### src/rtl/mc_ctrl_pkg.sv
// Shared types for the multi-cycle RV32I control unit: FSM states, opcodes,
// datapath select encodings and the per-state control word.
package mc_ctrl_pkg;

  typedef enum logic [3:0] {
    S_FETCH    = 4'd0,
    S_DECODE   = 4'd1,
    S_MEMADR   = 4'd2,
    S_MEMREAD  = 4'd3,
    S_MEMWB    = 4'd4,
    S_MEMWRITE = 4'd5,
    S_EXECR    = 4'd6,
    S_EXECI    = 4'd7,
    S_ALUWB    = 4'd8,
    S_BRANCH   = 4'd9,
    S_JAL      = 4'd10
  } state_e;

  localparam logic [6:0] OP_LOAD   = 7'b0000011;
  localparam logic [6:0] OP_STORE  = 7'b0100011;
  localparam logic [6:0] OP_RTYPE  = 7'b0110011;
  localparam logic [6:0] OP_ITYPE  = 7'b0010011;
  localparam logic [6:0] OP_BRANCH = 7'b1100011;
  localparam logic [6:0] OP_JAL    = 7'b1101111;

  typedef enum logic [1:0] {
    RES_ALUOUT    = 2'b00,
    RES_DATA      = 2'b01,
    RES_ALURESULT = 2'b10
  } result_src_e;

  typedef enum logic [1:0] {
    SRCA_PC    = 2'b00,
    SRCA_OLDPC = 2'b01,
    SRCA_RD1   = 2'b10
  } alu_src_a_e;

  typedef enum logic [1:0] {
    SRCB_RD2  = 2'b00,
    SRCB_IMM  = 2'b01,
    SRCB_FOUR = 2'b10
  } alu_src_b_e;

  typedef enum logic [1:0] {
    ALUOP_ADD   = 2'b00,
    ALUOP_SUB   = 2'b01,
    ALUOP_FUNCT = 2'b10
  } alu_op_e;

  // pc_on_zero and ready_gated mark the strobes the top qualifies with zero / mem_ready.
  typedef struct packed {
    logic        mem_req;
    logic        mem_write;
    logic        adr_src;
    logic        ir_write;
    logic        pc_write;
    logic        pc_on_zero;
    logic        ready_gated;
    logic        reg_write;
    result_src_e result_src;
    alu_src_a_e  alu_src_a;
    alu_src_b_e  alu_src_b;
    alu_op_e     alu_op;
  } ctrl_word_t;

endpackage

### src/rtl/mc_ctrl_rom.sv
// Combinational state-to-control-word table; pure Moore decode, no gating.
module mc_ctrl_rom
  import mc_ctrl_pkg::*;
(
  input  state_e     state_i,
  output ctrl_word_t cw_o
);

  always_comb begin
    // NOTE: default every field first so no path through the case infers a latch.
    cw_o = '0;
    case (state_i)
      S_FETCH: begin
        cw_o.mem_req     = 1'b1;
        cw_o.ir_write    = 1'b1;
        cw_o.pc_write    = 1'b1;
        cw_o.ready_gated = 1'b1;
        cw_o.result_src  = RES_ALURESULT;
        cw_o.alu_src_a   = SRCA_PC;
        cw_o.alu_src_b   = SRCB_FOUR;
        cw_o.alu_op      = ALUOP_ADD;
      end
      S_DECODE: begin
        cw_o.alu_src_a = SRCA_OLDPC;
        cw_o.alu_src_b = SRCB_IMM;
        cw_o.alu_op    = ALUOP_ADD;
      end
      S_MEMADR: begin
        cw_o.alu_src_a = SRCA_RD1;
        cw_o.alu_src_b = SRCB_IMM;
        cw_o.alu_op    = ALUOP_ADD;
      end
      S_MEMREAD: begin
        cw_o.mem_req    = 1'b1;
        cw_o.adr_src    = 1'b1;
        cw_o.result_src = RES_ALUOUT;
      end
      S_MEMWB: begin
        cw_o.result_src = RES_DATA;
        cw_o.reg_write  = 1'b1;
      end
      S_MEMWRITE: begin
        cw_o.mem_req   = 1'b1;
        cw_o.mem_write = 1'b1;
        cw_o.adr_src   = 1'b1;
      end
      S_EXECR: begin
        cw_o.alu_src_a = SRCA_RD1;
        cw_o.alu_src_b = SRCB_RD2;
        cw_o.alu_op    = ALUOP_FUNCT;
      end
      S_EXECI: begin
        cw_o.alu_src_a = SRCA_RD1;
        cw_o.alu_src_b = SRCB_IMM;
        cw_o.alu_op    = ALUOP_FUNCT;
      end
      S_ALUWB: begin
        cw_o.result_src = RES_ALUOUT;
        cw_o.reg_write  = 1'b1;
      end
      S_BRANCH: begin
        cw_o.pc_on_zero = 1'b1;
        cw_o.result_src = RES_ALUOUT;
        cw_o.alu_src_a  = SRCA_RD1;
        cw_o.alu_src_b  = SRCB_RD2;
        cw_o.alu_op     = ALUOP_SUB;
      end
      S_JAL: begin
        cw_o.pc_write   = 1'b1;
        cw_o.result_src = RES_ALUOUT;
        cw_o.alu_src_a  = SRCA_OLDPC;
        cw_o.alu_src_b  = SRCB_FOUR;
        cw_o.alu_op     = ALUOP_ADD;
      end
      default: ;
    endcase
  end

endmodule

### src/rtl/multicycle_control.sv
// Multi-cycle RV32I control FSM: state register, opcode-driven sequencing and
// mem_ready/zero qualification of the PC and IR write strobes.
module multicycle_control #(
  parameter int OPCODE_W = 7,
  parameter int ALUOP_W  = 2,
  parameter bit EN_ITYPE = 1'b1,
  parameter bit EN_JAL   = 1'b1
) (
  input  logic                clk,
  input  logic                reset,
  input  logic [OPCODE_W-1:0] opcode,
  input  logic                zero,
  input  logic                mem_ready,
  output logic                mem_req,
  output logic                MemWrite,
  output logic                AdrSrc,
  output logic                IRWrite,
  output logic                PCWrite,
  output logic                RegWrite,
  output logic [1:0]          ResultSrc,
  output logic [1:0]          ALUSrcA,
  output logic [1:0]          ALUSrcB,
  output logic [ALUOP_W-1:0]  ALUOp,
  output logic                illegal,
  output logic [3:0]          state_dbg
);

  import mc_ctrl_pkg::*;

  state_e     state_q, state_d;
  ctrl_word_t cw;
  logic       bad_opcode;

  logic is_load, is_store, is_rtype, is_itype, is_branch, is_jal;
  assign is_load   = (opcode == OPCODE_W'(OP_LOAD));
  assign is_store  = (opcode == OPCODE_W'(OP_STORE));
  assign is_rtype  = (opcode == OPCODE_W'(OP_RTYPE));
  assign is_itype  = (opcode == OPCODE_W'(OP_ITYPE)) && EN_ITYPE;
  assign is_branch = (opcode == OPCODE_W'(OP_BRANCH));
  assign is_jal    = (opcode == OPCODE_W'(OP_JAL)) && EN_JAL;

  // NOTE: sequential state uses non-blocking assignment so every flop samples pre-edge values.
  always_ff @(posedge clk) begin
    if (reset) state_q <= S_FETCH;
    else       state_q <= state_d;
  end

  always_comb begin
    state_d    = state_q;
    bad_opcode = 1'b0;
    case (state_q)
      S_FETCH:    if (mem_ready) state_d = S_DECODE;
      S_DECODE: begin
        if (is_load || is_store) state_d = S_MEMADR;
        else if (is_rtype)       state_d = S_EXECR;
        else if (is_itype)       state_d = S_EXECI;
        else if (is_branch)      state_d = S_BRANCH;
        else if (is_jal)         state_d = S_JAL;
        else begin
          state_d    = S_FETCH;
          bad_opcode = 1'b1;
        end
      end
      S_MEMADR:   state_d = is_load ? S_MEMREAD : S_MEMWRITE;
      S_MEMREAD:  if (mem_ready) state_d = S_MEMWB;
      S_MEMWB:    state_d = S_FETCH;
      S_MEMWRITE: if (mem_ready) state_d = S_FETCH;
      S_EXECR:    state_d = S_ALUWB;
      S_EXECI:    state_d = S_ALUWB;
      S_ALUWB:    state_d = S_FETCH;
      S_BRANCH:   state_d = S_FETCH;
      S_JAL:      state_d = S_ALUWB;
      default:    state_d = S_FETCH;
    endcase
  end

  mc_ctrl_rom u_rom (
    .state_i (state_q),
    .cw_o    (cw)
  );

  // Reset forces every output low so an aborted access never strobes a write.
  always_comb begin
    mem_req   = 1'b0;
    MemWrite  = 1'b0;
    AdrSrc    = 1'b0;
    IRWrite   = 1'b0;
    PCWrite   = 1'b0;
    RegWrite  = 1'b0;
    ResultSrc = 2'b00;
    ALUSrcA   = 2'b00;
    ALUSrcB   = 2'b00;
    ALUOp     = '0;
    illegal   = 1'b0;
    state_dbg = 4'd0;
    if (!reset) begin
      mem_req   = cw.mem_req;
      MemWrite  = cw.mem_write;
      AdrSrc    = cw.adr_src;
      IRWrite   = cw.ir_write & mem_ready;
      PCWrite   = (cw.pc_write & (~cw.ready_gated | mem_ready)) | (cw.pc_on_zero & zero);
      RegWrite  = cw.reg_write;
      ResultSrc = cw.result_src;
      ALUSrcA   = cw.alu_src_a;
      ALUSrcB   = cw.alu_src_b;
      ALUOp     = ALUOP_W'(cw.alu_op);
      illegal   = bad_opcode;
      state_dbg = state_q;
    end
  end

endmodule

### config.mk
export PLATFORM = sky130hd
export DESIGN_NAME = multicycle_control
export DESIGN_NICKNAME = d
export VERILOG_FILES = /design/src/rtl/mc_ctrl_pkg.sv /design/src/rtl/mc_ctrl_rom.sv /design/src/rtl/multicycle_control.sv
export SDC_FILE = /design/constraint.sdc
export NUM_CORES = 1
export LEC_CHECK = 0
export BUFFER_PORTS_ARGS = -buffer_cell sky130_fd_sc_hd__buf_2
export CORE_UTILIZATION = 44
export DETAILED_ROUTE_END_ITERATION = 12
export GPL_ROUTABILITY_DRIVEN = 1
export PLACE_DENSITY_LB_ADDON = 0.25
export RECOVER_POWER = 25
export SLEW_MARGIN = 20
export SYNTH_ARGS = -nofsm -noshare
export SYNTH_HDL_FRONTEND = slang
export SYNTH_SLANG_ARGS = --single-unit
### constraint.sdc
create_clock -name clk -period 1.6 [get_ports clk]
set_input_delay 0.32 -clock clk [delete_from_list [all_inputs] [get_ports clk]]
set_output_delay 0.32 -clock clk [all_outputs]
set_load 0.05 [all_outputs]
==> results of run 1 <==
## cells in the mapped netlist (all sizes together)
master	instances
nand2b	6
nor2b	6
xnor2	2
inv	2
o22ai	1
clkbuf	1
or2	1
nor4b	1
and2b	1
a211oi	1
nand4	1
nor3	6
o31a	2
nand3b	2
o31ai	1
o32ai	1
a21oi	7
nand4bb	2
o21ai	3
nand2	5
nor2	11
a21o	3
nor3b	2
a221o	1
buf	7
xor2	2
dfxtp	4
or3	3
and2	2
nor4	2
a21boi	1
## stage by stage
step	util (%)	area (µm²)	worst slack, ps
after global placement	83.3	1080	-140
after detailed placement	83.3	1080	-190
after floorplan	-	764	-381
## cells by family after synthesis
| family | Yosys count |
|---|---|
| buf+inv | 10 |
| xor+xnor | 4 |
| flops | 4 |
| simple gates | 51 |
| compound gates | 21 |
==> results.md, run 1 <==
- The mean cell area of the mapped netlist is ~6.9 µm².
- The flow did not finish.
- After clock tree synthesis, the repair step resized 64 gates.
- The multiplexer share of the synthesized area is 0%.
- The number of top-level pins is 30.
- The maximum count of clock buffers along a single path is 2.
- Buffers inserted to repair hold after CTS numbered 0.
- The post-synthesis xor/xnor area fraction is 5.65%.
- The weighted congestion at the end of routability-driven global placement is 0.851.
- The number of port buffers is 29.
- In this run the number of H-tree levels came out at 1.
- The clock sink count is 4.
- The row count is 13.
- The die is 39.6 µm wide.
- The post-synthesis simple-gate area fraction is 50.2%.
- The number of post-CTS setup repair buffers is 6.
- Synthesis produced 90 cells.
- The area fraction in compound gates after synthesis is a little under a quarter.
- CTS placed an instance of clkbuf_4 at the clock tree root.
- The number of placed instances with taps included is 150.
- The count of state elements after synthesis is 4.
- The part of the Yosys area used for sequential elements is 12.9%.
- The adder and majority cell fraction of the synthesized area is 0%.
- Once the floorplan was initialized, standard cells occupied 47.7% of the core.
- The distinct cell type count after synthesis is 36.
- During synthesis, Yosys emitted a total of 0 warnings.
- The total CTS buffers is 3.
- By area, the combinational part of the netlist is dominated by simple AND/OR/NAND/NOR gates.
- The post-detailed-placement half-perimeter wirelength is around 1600 µm.
- The number of nets in the synthesized netlist is 101.
- The first error in the log reads "[ERROR DPL-0038] Utilization greater than 100%, impossible to legalize".
- Sorting the synthesized cells by area gives the leading types as dfxtp_1 13%, nor2_1 6.7%, nand2b_1 6.0%.
- The biggest area contributor in the post-synthesis netlist is dfxtp_1.
- The last stage the flow got to is 4_1_cts.
- The overall die height is 39.6 µm.
- The top cell type by area accounts for 12.9% of the synthesized area.
- After synthesis the cells add up to around 620 µm².
==> run 2, diff against run 1 <==
--- a/config.mk
+++ b/config.mk
@@ -6,10 +6,11 @@
 export NUM_CORES = 1
 export LEC_CHECK = 0
 export BUFFER_PORTS_ARGS = -buffer_cell sky130_fd_sc_hd__buf_2
-export CORE_UTILIZATION = 44
+export CORE_AREA = 2 2 63 65
 export DETAILED_ROUTE_END_ITERATION = 12
+export DIE_AREA = 0 0 65 67
 export GPL_ROUTABILITY_DRIVEN = 1
-export PLACE_DENSITY_LB_ADDON = 0.25
+export PLACE_DENSITY_LB_ADDON = 0.15
 export RECOVER_POWER = 25
 export SLEW_MARGIN = 20
 export SYNTH_ARGS = -nofsm -noshare
==> results.md, run 2 <==
- After layout, the minimum clock period comes to 1750 ps.
- TritonCTS built the clock tree.
- The final reports fail on setup timing.
- The clock slew at the register clock pins of the worst setup and hold paths is 30 ps.
- The main flop type after synthesis is dfxtp_1.
- Detailed routing placed a total of roughly 1300 µm of wire on met2.
- The transition time at the pin with the least slew margin is 289 ps.
- The worst setup path is of the reg2out kind.
- The number of setup violations in the final report is 12.
- The register with the most flip-flops in the final layout is state_q.
- The synthesized cell area is 621 µm².
- The period utilization is 109%.
- Detailed placement finished with a half-perimeter wire length of 1750 µm.
- The first detailed-routing pass ran for 4 iterations.
- The die covers ~4400 µm².
- The row count is 22.
- The congestion estimate from routability-driven global placement came to 0.860.
- The highest metal layer carrying signal wires in the routed design is met3.
- Once detail routing completed, the nets flagged for antenna violations numbered 0.
- The count of buffers added on input and output ports is 29.
- The total met3 wirelength after detailed routing is 100 µm.
- The largest family of logic cells by synthesized area is simple AND/OR/NAND/NOR gates.
- The final worst slack is -147 ps.
- After synthesis, the share of cell area in mux cells is 0%.
- The number of slew-limit violations in the final report is 0.
- The average instance in the mapped netlist occupies approximately 7 µm².
- The number of buffers inserted for hold repair after clock tree synthesis is 0.
- The area fraction in compound gates after synthesis is about a quarter.
- The number of enable-type register cells in the synthesized netlist is 0.
- In this run the worst hold path is classified as in2reg.
- The initial cell density of the core is 17.2%.
- Global routing used 11.0% of the available tracks across all layers.
- The total overflow reported by the global router is 0.
- The cell taking the most area after synthesis is dfxtp_1.
- Summing all placed instances gives a cell area of roughly 1100 µm².
- The clock sink count is 4.
- The clock passes through at most 2 buffers.
- The initial antenna violation count is 0.
- The mean routed wirelength per cell is between 10 and 15 µm.
- The combinational cell fraction of total power is 46.6%.
- Sequential cells burn 17.7% of the power.
- The count of state elements after synthesis is 4.
- The kind of launch point of the worst setup path is a flop.
- The floorplan core area is 3610 µm².
- The largest registers in the layout are state_q (4).
- The detailed router put a total of 933 µm of wire on met1.
- Dividing the detail-routed via count by the number of cells gives 4.39.
- The post-synthesis xor/xnor area fraction is 5.65%.
- At the later pin of the worst-skew pair, clock insertion delay measures 220 ps.
- The width of the chip is 65 µm.
- Power spread over the standard cell area amounts to 413 nW/µm².
- The share of layout cells above drive strength 1 is 69.9%.
- In this run switching power makes up about a third of total power.
- Across the run, the number of max-cap violations was 0.
- The via count of the routed design is 851.
- The share of the core filled with cells is 39.6%.
- The commonest cells after synthesis are 11 x nor2_1, 7 x a21oi_1, 6 x nand2b_1, 6 x nor2b_1.
- In the routed design, unresolved DRC markers number 0.
- Counting the fill cells in the layout gives 384.
- After synthesis, flip-flops and latches occupy 12.9% of the total area.
- The first global-routing pass estimated 3660 µm of wire.
- The yosys synthesis warning count is 0.
- The clock network accounts for 35.7% of the total power.
- The synthesized design devotes to its leading area cell type 12.9% of total area.
- The share of synthesized registers carrying an async set or reset is 0%.
- In this run, distinct cell masters in the synthesized netlist total 36.
- After the first detailed-routing iteration, the DRC count stood at 9.
- In the synthesized netlist, the number of instances is 90.
- The most common library cell in the layout ignoring fill and taps is buf_4.
- The clock root buffer is clkbuf_8.
- The type of destination of the critical path is an output pin.
- The final number of hold-violating endpoints came to 0.
- The via count of the first global-routing pass is 833.
- The total CTS buffers is 3.
- In the final timing run, aggregate negative setup slack is -1140 ps.
- The number of nets in the synthesized netlist is 101.
- The register with the most flip-flops in the layout has 4 of them.
- Internal power comes to ~390 µW.
- The data arrival time of the critical path is 1430 ps.
- The data required time of the worst path is 1280 ps.
- Static timing analysis puts the maximum clock frequency at 0.572 GHz.
- The run finished, with violations left.
- In this run the power spent charging and discharging nets is 197 µW.
- The number of nets in the final layout is between 150 and 200.
- The synthesized netlist devotes 0% of its cell area to adder and majority cells.
- The post-synthesis simple-gate area fraction is 50.2%.
- In this run the count of I/O pins placed on the die edge is 30.
- Across the routed clock network, the largest skew measured is 5.76 ps.
- The worst vdd rail ir drop is 0.196 mV.
- 0 antenna diodes ended up in the layout.
- The final cell area excluding filler cells is 1430 µm².
- In the layout the commonest cells are 23 x buf_4, 17 x buf_6, 13 x buf_2.
- The largest net degree at the start of global routing is 12.
- In this run the tightest slew margin relative to its limit is between 80% and 90%.
- The leakage component of the power is between 0.6 and 0.7 nW.
- Setup repair after global routing could not meet its margin everywhere.
- The largest fanout on the critical path is 7.
- Ranked by total cell area, the synthesized netlist is headed by dfxtp_1 13%, nor2_1 6.7%, nand2b_1 6.0%.
- The signed area change from the synthesized netlist to the final layout is 130%.
- The overall routed net length is 2330 µm.
- The most common cell in the synthesized netlist is nor2_1.
- In this run the number of H-tree levels came out at 1.
- In this run the vertical extent of the chip is approximately 67 µm.
-- run 2: cell counts after synthesis --
Identical to the previous run, type by type.
-- run 2: through the flow --
step	hold slack [ps]	setup slack, ps	cells	power, mW
3_5_place_dp	687	-169	188	0.331
3_3_place_gp	684	-145	188	0.330
4_1_cts	464	-196	193	0.590
6_report	468	-147	194	0.589
5_1_grt	498	-190	194	0.618
2_1_floorplan	434	-381	90	0.255
-- run 2: what timing repair did --
| action | CTS | global route |
|---|---|---|
| endpoints found under the setup margin | 16 | 15 |
| pin swaps | 5 | 4 |
| gates resized for setup | 60 | 9 |
| setup buffers | 2 | 1 |
-- run 2: power groups by stage --
stage                     logic, mW  clock network [mW]  registers [mW]
after global routing          0.291               0.222           0.105
final                         0.274               0.210           0.104
after floorplan               0.150                   0           0.105
after global placement        0.221                   0           0.109
after detailed placement      0.222                   0           0.109
after CTS                     0.267               0.219           0.104
-- run 2: worst max-delay path, cell delays in order, from the launching register on --
cell and delay [ps]:
dfxtp_4 360, or3_4 390, nor3_4 150, and2_4 170
buf_8 130
-- run 2: cell type report --
type	instances	area, µm²	area share (%)
Clock buffer	3	41.3	2.89
Inverter	2	7.51	0.526
Multi-Input combinational cell	76	681	47.7
Sequential cell	4	92.6	6.49
Tap cell	48	60.1	4.21
Timing Repair Buffer	61	544	38.2
-- run 2: worst paths after layout --
| kind | start | to | slack (ps) | cells past startpoint |
|---|---|---|---|---|
| setup / recovery | state_q[1] | IRWrite | -150 | 4 |
| hold / removal | opcode[4] | state_q[2] | 470 | 3 |
| setup reg to reg | state_q[0] | state_q[1] | 140 | 6 |
| hold reg to reg | state_q[3] | state_q[2] | 630 | 2 |
-- run 2: layer usage --
metal | vias up | GRT usage (%)
li1 | 434 | -
met1 | 396 | 11.7
met2 | 21 | 21.8
met3 | 0 | 1.86
met4 | 0 | 3.46
met5 | - | 0
-- run 2: logic make-up after synthesis --
kind of cell    after synthesis
buf+inv                      10
flops                         4
simple gates                 51
xor+xnor                      4
compound gates               21
No activity file was read; power rests on OpenSTA's default activity.
